$ cat src/rtl/sincere_pkg.sv
// Shared definitions for the node ALU front end: operand width and range,
// source-select codes, port indices and the operand-fetch state encoding.
package sincere_pkg;

  localparam int unsigned WIDTH    = 11;
  localparam int          MAXV     = 999;
  localparam int unsigned NumPorts = 4;

  typedef enum logic [3:0] {
    SrcImm   = 4'd0,
    SrcAcc   = 4'd1,
    SrcNil   = 4'd2,
    SrcLeft  = 4'd3,
    SrcRight = 4'd4,
    SrcUp    = 4'd5,
    SrcDown  = 4'd6,
    SrcAny   = 4'd7,
    SrcLast  = 4'd8
  } src_e;

  localparam logic [1:0] PortLeft  = 2'd0;
  localparam logic [1:0] PortRight = 2'd1;
  localparam logic [1:0] PortUp    = 2'd2;
  localparam logic [1:0] PortDown  = 2'd3;

  // LAST register: bit 2 set means no port has been recorded yet.
  localparam logic [2:0] LastNone = 3'b100;

  typedef enum logic [1:0] {
    StIdle = 2'd0,
    StWait = 2'd1,
    StDone = 2'd2
  } state_e;

  // Maps a direct port source code (LEFT..DOWN) onto its port index.
  function automatic logic [1:0] src_port(input logic [3:0] src);
    logic [3:0] idx;
    idx = src - 4'd3;
    return idx[1:0];
  endfunction

endpackage

$ cat src/rtl/sat_clamp.sv
// Combinational saturation of a two's complement value into [-Maxv, Maxv].
module sat_clamp #(
  parameter int unsigned Width = 11,
  parameter int          Maxv  = 999
) (
  input  logic [Width-1:0] in_i,
  output logic [Width-1:0] out_o
);

  localparam logic signed [Width-1:0] PosLim = Width'(Maxv);
  localparam logic signed [Width-1:0] NegLim = Width'(-Maxv);

  always_comb begin
    out_o = in_i;
    if ($signed(in_i) > PosLim) begin
      out_o = PosLim;
    end else if ($signed(in_i) < NegLim) begin
      out_o = NegLim;
    end
  end

endmodule

$ cat src/rtl/operand_fetch.sv
// Resolves the ALU source operand (immediate, ACC, NIL, neighbour port, ANY, LAST)
// into a clamped arg1 with a one-cycle valid pulse; port reads block on valid/ack.
module operand_fetch
  import sincere_pkg::*;
#(
  parameter int unsigned Width = WIDTH,
  parameter int          Maxv  = MAXV
) (
  input  logic                      clk_i,
  input  logic                      rst_i,
  input  logic                      fetch_valid_i,
  output logic                      fetch_ready_o,
  input  logic [3:0]                src_sel_i,
  input  logic [Width-1:0]          imm_i,
  input  logic [Width-1:0]          acc_i,
  input  logic [NumPorts*Width-1:0] port_data_i,
  input  logic [NumPorts-1:0]       port_valid_i,
  output logic [NumPorts-1:0]       port_ack_o,
  output logic [Width-1:0]          arg1_o,
  output logic                      arg1_valid_o,
  output logic                      busy_o
);

  state_e                state_q;
  logic [1:0]            sel_q;
  logic                  any_q;
  logic [2:0]            last_q;
  logic [Width-1:0]      arg1_q;
  logic                  arg1_valid_q;
  logic [NumPorts-1:0]   ack_q;

  logic [Width-1:0]      port_word [NumPorts];
  logic                  hit;
  logic [1:0]            hit_idx;
  logic [Width-1:0]      clamp_in;
  logic [Width-1:0]      clamp_out;

  always_comb begin
    for (int p = 0; p < int'(NumPorts); p++) begin
      port_word[p] = port_data_i[p*Width +: Width];
    end
  end

  // ANY re-arbitrates every WAIT cycle; scanning downwards leaves LEFT as the winner.
  always_comb begin
    hit     = 1'b0;
    hit_idx = sel_q;
    if (any_q) begin
      for (int p = int'(NumPorts) - 1; p >= 0; p--) begin
        if (port_valid_i[p]) begin
          hit     = 1'b1;
          hit_idx = 2'(p);
        end
      end
    end else begin
      hit = port_valid_i[sel_q];
    end
  end

  // One clamp serves both paths: request operands in IDLE, port data in WAIT.
  always_comb begin
    clamp_in = imm_i;
    if (state_q == StWait) begin
      clamp_in = port_word[hit_idx];
    end else if (src_sel_i == SrcAcc) begin
      clamp_in = acc_i;
    end
  end

  sat_clamp #(
    .Width (Width),
    .Maxv  (Maxv)
  ) u_clamp (
    .in_i  (clamp_in),
    .out_o (clamp_out)
  );

  always_ff @(posedge clk_i) begin
    if (rst_i) begin
      state_q      <= StIdle;
      sel_q        <= PortLeft;
      any_q        <= 1'b0;
      last_q       <= LastNone;
      arg1_q       <= '0;
      arg1_valid_q <= 1'b0;
      ack_q        <= '0;
    end else begin
      arg1_valid_q <= 1'b0;
      ack_q        <= '0;
      case (state_q)
        StIdle: begin
          if (fetch_valid_i) begin
            case (src_e'(src_sel_i))
              SrcImm, SrcAcc: begin
                arg1_q       <= clamp_out;
                arg1_valid_q <= 1'b1;
                state_q      <= StDone;
              end
              SrcLeft, SrcRight, SrcUp, SrcDown: begin
                sel_q   <= src_port(src_sel_i);
                any_q   <= 1'b0;
                state_q <= StWait;
              end
              SrcAny: begin
                any_q   <= 1'b1;
                state_q <= StWait;
              end
              SrcLast: begin
                if (last_q != LastNone) begin
                  sel_q   <= last_q[1:0];
                  any_q   <= 1'b0;
                  state_q <= StWait;
                end else begin
                  arg1_q       <= '0;
                  arg1_valid_q <= 1'b1;
                  state_q      <= StDone;
                end
              end
              default: begin
                arg1_q       <= '0;
                arg1_valid_q <= 1'b1;
                state_q      <= StDone;
              end
            endcase
          end
        end
        StWait: begin
          if (hit) begin
            arg1_q       <= clamp_out;
            arg1_valid_q <= 1'b1;
            ack_q        <= NumPorts'(1) << hit_idx;
            state_q      <= StDone;
            if (any_q) begin
              last_q <= {1'b0, hit_idx};
            end
          end
        end
        StDone: begin
          state_q <= StIdle;
        end
        default: begin
          state_q <= StIdle;
        end
      endcase
    end
  end

  assign fetch_ready_o = (state_q == StIdle);
  assign busy_o        = (state_q == StWait);
  assign port_ack_o    = ack_q;
  assign arg1_o        = arg1_q;
  assign arg1_valid_o  = arg1_valid_q;

endmodule
$ cat config.mk
export PLATFORM = sky130hd
export DESIGN_NAME = operand_fetch
export DESIGN_NICKNAME = d
export VERILOG_FILES = /design/src/rtl/sincere_pkg.sv /design/src/rtl/sat_clamp.sv /design/src/rtl/operand_fetch.sv
export SDC_FILE = /design/constraint.sdc
export NUM_CORES = 1
export LEC_CHECK = 0
export ABC_CLOCK_PERIOD_IN_PS = 2800
export BUFFER_PORTS_ARGS = -buffer_cell sky130_fd_sc_hd__buf_2
export CAP_MARGIN = 20
export CORE_UTILIZATION = 45
export DETAILED_ROUTE_END_ITERATION = 10
export MAX_ROUTING_LAYER = met4
export PLACE_DENSITY_LB_ADDON = 0.3
export SYNTH_ARGS = -nofsm -noshare
export SYNTH_HDL_FRONTEND = slang
export SYNTH_SLANG_ARGS = --single-unit
$ cat constraint.sdc
create_clock -name clk_i -period 2.8 [get_ports clk_i]
set_input_delay 0.14 -clock clk_i [delete_from_list [all_inputs] [get_ports clk_i]]
set_output_delay 0.14 -clock clk_i [all_outputs]
set_load 0.02 [all_outputs]
==> impl_metrics.toml <==
[cells_and_area]
fillers = 375
drive_above_1_share_pct = 36.1
num-nets-final = 393
area_growth_syn_to_layout_pct = 29.1
n_antenna_cell = 0

[timing]
tns_ns = 0
tightest_slew_ns = 0.658
holdWs_ns = 0.235
fmax_mhz = 394
rsz0062_at_grt = "no"
skew_ns = 0.00648
finalCritPeriodShare_pct = 90.5
fin_crit_ns = 2.53
hold_violations = 0
setup_violations = 0
slew_violations = 0
slew_headroom_pct = 56.0

[die]
rows = 22
core_um2 = 3740
start_util_pct = 48.2
die_h_um = 65.3
io_pins = 95
die_w_um = 65.3
dieArea_um2 = 4270

[worst_setup_path]
arrival_ns = 2.71
crit_type = "reg2reg"
ff2ff_setup_slack_ns = 0.27
cp_data_required_time_ns = 2.97
rr_worst_depth = 8
critPathLaunchType = "flop"
worstReg2RegEnd = "arg1_o[0]"
end_kind = "flop"
crit_fanout = 11
r2r-start = "any_q"

[yosys]
async_reset_ff_share_pct = 0
avgSynthCellArea_um2 = 8.16
synthCells = 221
synth-seq-cells = 24
synth.cell_area_um2 = 1800
synthesis.nets = 302
yosysSeqAreaShare_pct = 26.6
yosysWarnings = 0
yosysUniqueCellTypes = 48
synth_edf_count = 0
yosys_most_used_dff = "dfxtp_1"

[min_path]
hold_end = "sel_q[0]"
min_path_type = "in2reg"
hp-start = "src_sel_i[0]"
min_path_cells = 4

[clocking]
cts_tree = "built"
cts-buffers-inserted = 3
cts-root-buf = "clkbuf_8"
clk_latency_ns = 0.26
cts_setup_buffers = 0
path_clk_slew_ns = 0.08
cts_htree_levels = 1
cts_sinks = 24
ctsHoldBuffers = 0
cts_resized = 0
clockBufferDepth = 2

[detailed_routing]
drc = 0
firstDrtPassIters = 4
num_vias = 1912
via_per_inst = 5.34
drtAntennaViolNets = 0
routed_wl_um = 4800
drt-initial-drc-count = 115
wl_per_cell_um = 13.4

[global_route]
grt_pass1_wl_um = 7800
antenna_found_initial = 0
grtUsageTotal_pct = 24.1
grt_pass1_vias = 1690
grt_max_degree = 27
overflow = 0

[status]
status = "complete, no violations"

[power]
vdd_drop_max_uv = 157
p_leak_uw = 0.00119
p_per_area_nw_per_um2 = 346

[placed_design]
gp_congestion = 0.835
io_buffers = 94
dp_hpwl_um = 3840

[job]
maxCapViolations = 0
==> cells in the mapped netlist (all sizes together) (2+ instances only) <==
cell    count  area, um2
ha          4       50.1
and3b       2       17.5
a311oi      3       32.5
mux2i      24        240
and2        5       31.3
a22oi       6       50.1
clkbuf      5       18.8
a21oi      11       55.1
a221o       2       20.0
nor2b       2       12.5
nand3       8       40.0
or3         3       18.8
a32oi       8       70.1
or2         3       21.3
nor3b       3       22.5
inv         4       15.0
nor3        2       10.0
o21ai       3       15.0
nand2      53        199
dfxtp      24        480
buf         7       71.3
nand3b      3       22.5
o311ai      2       17.5
nor4b       2       17.5
nand2b      2       12.5
and3        2       12.5
nor2       14       52.6
==> final cells by class <==
class / instances / area [um2] / area share, %
Clock buffer: 3 / 41.3 / 1.77
Inverter: 4 / 15.0 / 0.645
Multi-Input combinational cell: 181 / 1220 / 52.3
Sequential cell: 24 / 480 / 20.6
Tap cell: 48 / 60.1 / 2.58
Timing Repair Buffer: 98 / 513 / 22.0
==> worst max-delay path, cell delays in order, from the launching register on <==
cell	delay (ns)
dfxtp_1	0.55
o21ai_0	0.15
nand2b_1	0.14
and3_1	0.44
nand2_1	0.13
a32oi_1	0.24
nand4_1	0.20
or2_2	0.35
a221oi_2	0.25
==> registers in the layout (all words and copies together), names as in the netlist <==
register      flops
last_q            3
state_q           2
port_ack_o        4
sel_q             2
any_q             1
arg1_o           11
arg1_valid_o      1
==> worst max path at each step <==
stage            startpoint        end  slack, ns  cells after the start
4_1_cts               any_q  arg1_o[0]       0.28                      8
5_1_grt               any_q  arg1_o[0]       0.10                      8
6_report              any_q  arg1_o[0]       0.27                      8
3_5_place_dp          any_q  arg1_o[0]       0.32                      8
2_1_floorplan         any_q  arg1_o[0]       0.59                     10
3_3_place_gp   src_sel_i[1]  arg1_o[4]       0.39                     11
==> kinds of logic (layout without fill, tap and decap cells) <==
group | count (synthesis) | count (layout) | synth area share, %
and+or+nand+nor | 107 | 107 | 28.4
muxes | 25 | 25 | 14.6
buffers and inverters | 16 | 105 | 5.83
adders and majority gates | 4 | 4 | 2.77
DFF | 24 | 24 | 26.6
AOI/OAI and AO/OA | 45 | 45 | 21.8
==> layout by cell type (no fill, tap or decap), drive strengths merged, types with 2 or more instances in the layout <==
cell type | Yosys | routed
inv | 4 | 4
a21oi | 11 | 11
nor4b | 2 | 2
a221o | 2 | 2
nor2 | 14 | 14
nor3 | 2 | 2
a311oi | 3 | 3
a32oi | 8 | 8
and2 | 5 | 5
buf | 7 | 98
nor3b | 3 | 3
and3 | 2 | 2
nand2b | 2 | 2
ha | 4 | 4
a22oi | 6 | 6
nand2 | 53 | 53
dfxtp | 24 | 24
or2 | 3 | 3
mux2i | 24 | 24
clkbuf | 5 | 3
nor2b | 2 | 2
and3b | 2 | 2
o21ai | 3 | 3
nand3b | 3 | 3
o311ai | 2 | 2
or3 | 3 | 3
nand3 | 8 | 8
==> power breakdown <==
part           total (uW)  internal [uW]  switching [uW]
registers             357            350            6.78
logic                 251            116             134
clock network         199           96.1             103
==> metal layers <==
metal | share of wire (%) | global-route usage, % | vias to the layer above
li1 | - | - | 986
met1 | 46 | 33.2 | 852
met2 | 47 | 37.1 | 70
met3 | 6.1 | 2.95 | 4
met4 | 1.1 | 6.52 | 0
met5 | 0 | - | -
==> through the flow <==
stage / utilization [%] / total power, uW / worst slack (ns) / cell area, um2 / instances
after floorplan: - / 524 / 0.590 / 1800 / 221
after global placement: 61.1 / 612 / 0.385 / 2290 / 355
after detailed placement: 61.1 / 614 / 0.321 / 2290 / 355
after CTS: 62.2 / 812 / 0.276 / 2330 / 358
after global routing: 62.2 / 855 / 0.104 / 2330 / 358
final: 62.2 / 807 / 0.265 / 2330 / 358
Note: power is estimated with default switching activity, not from simulation.
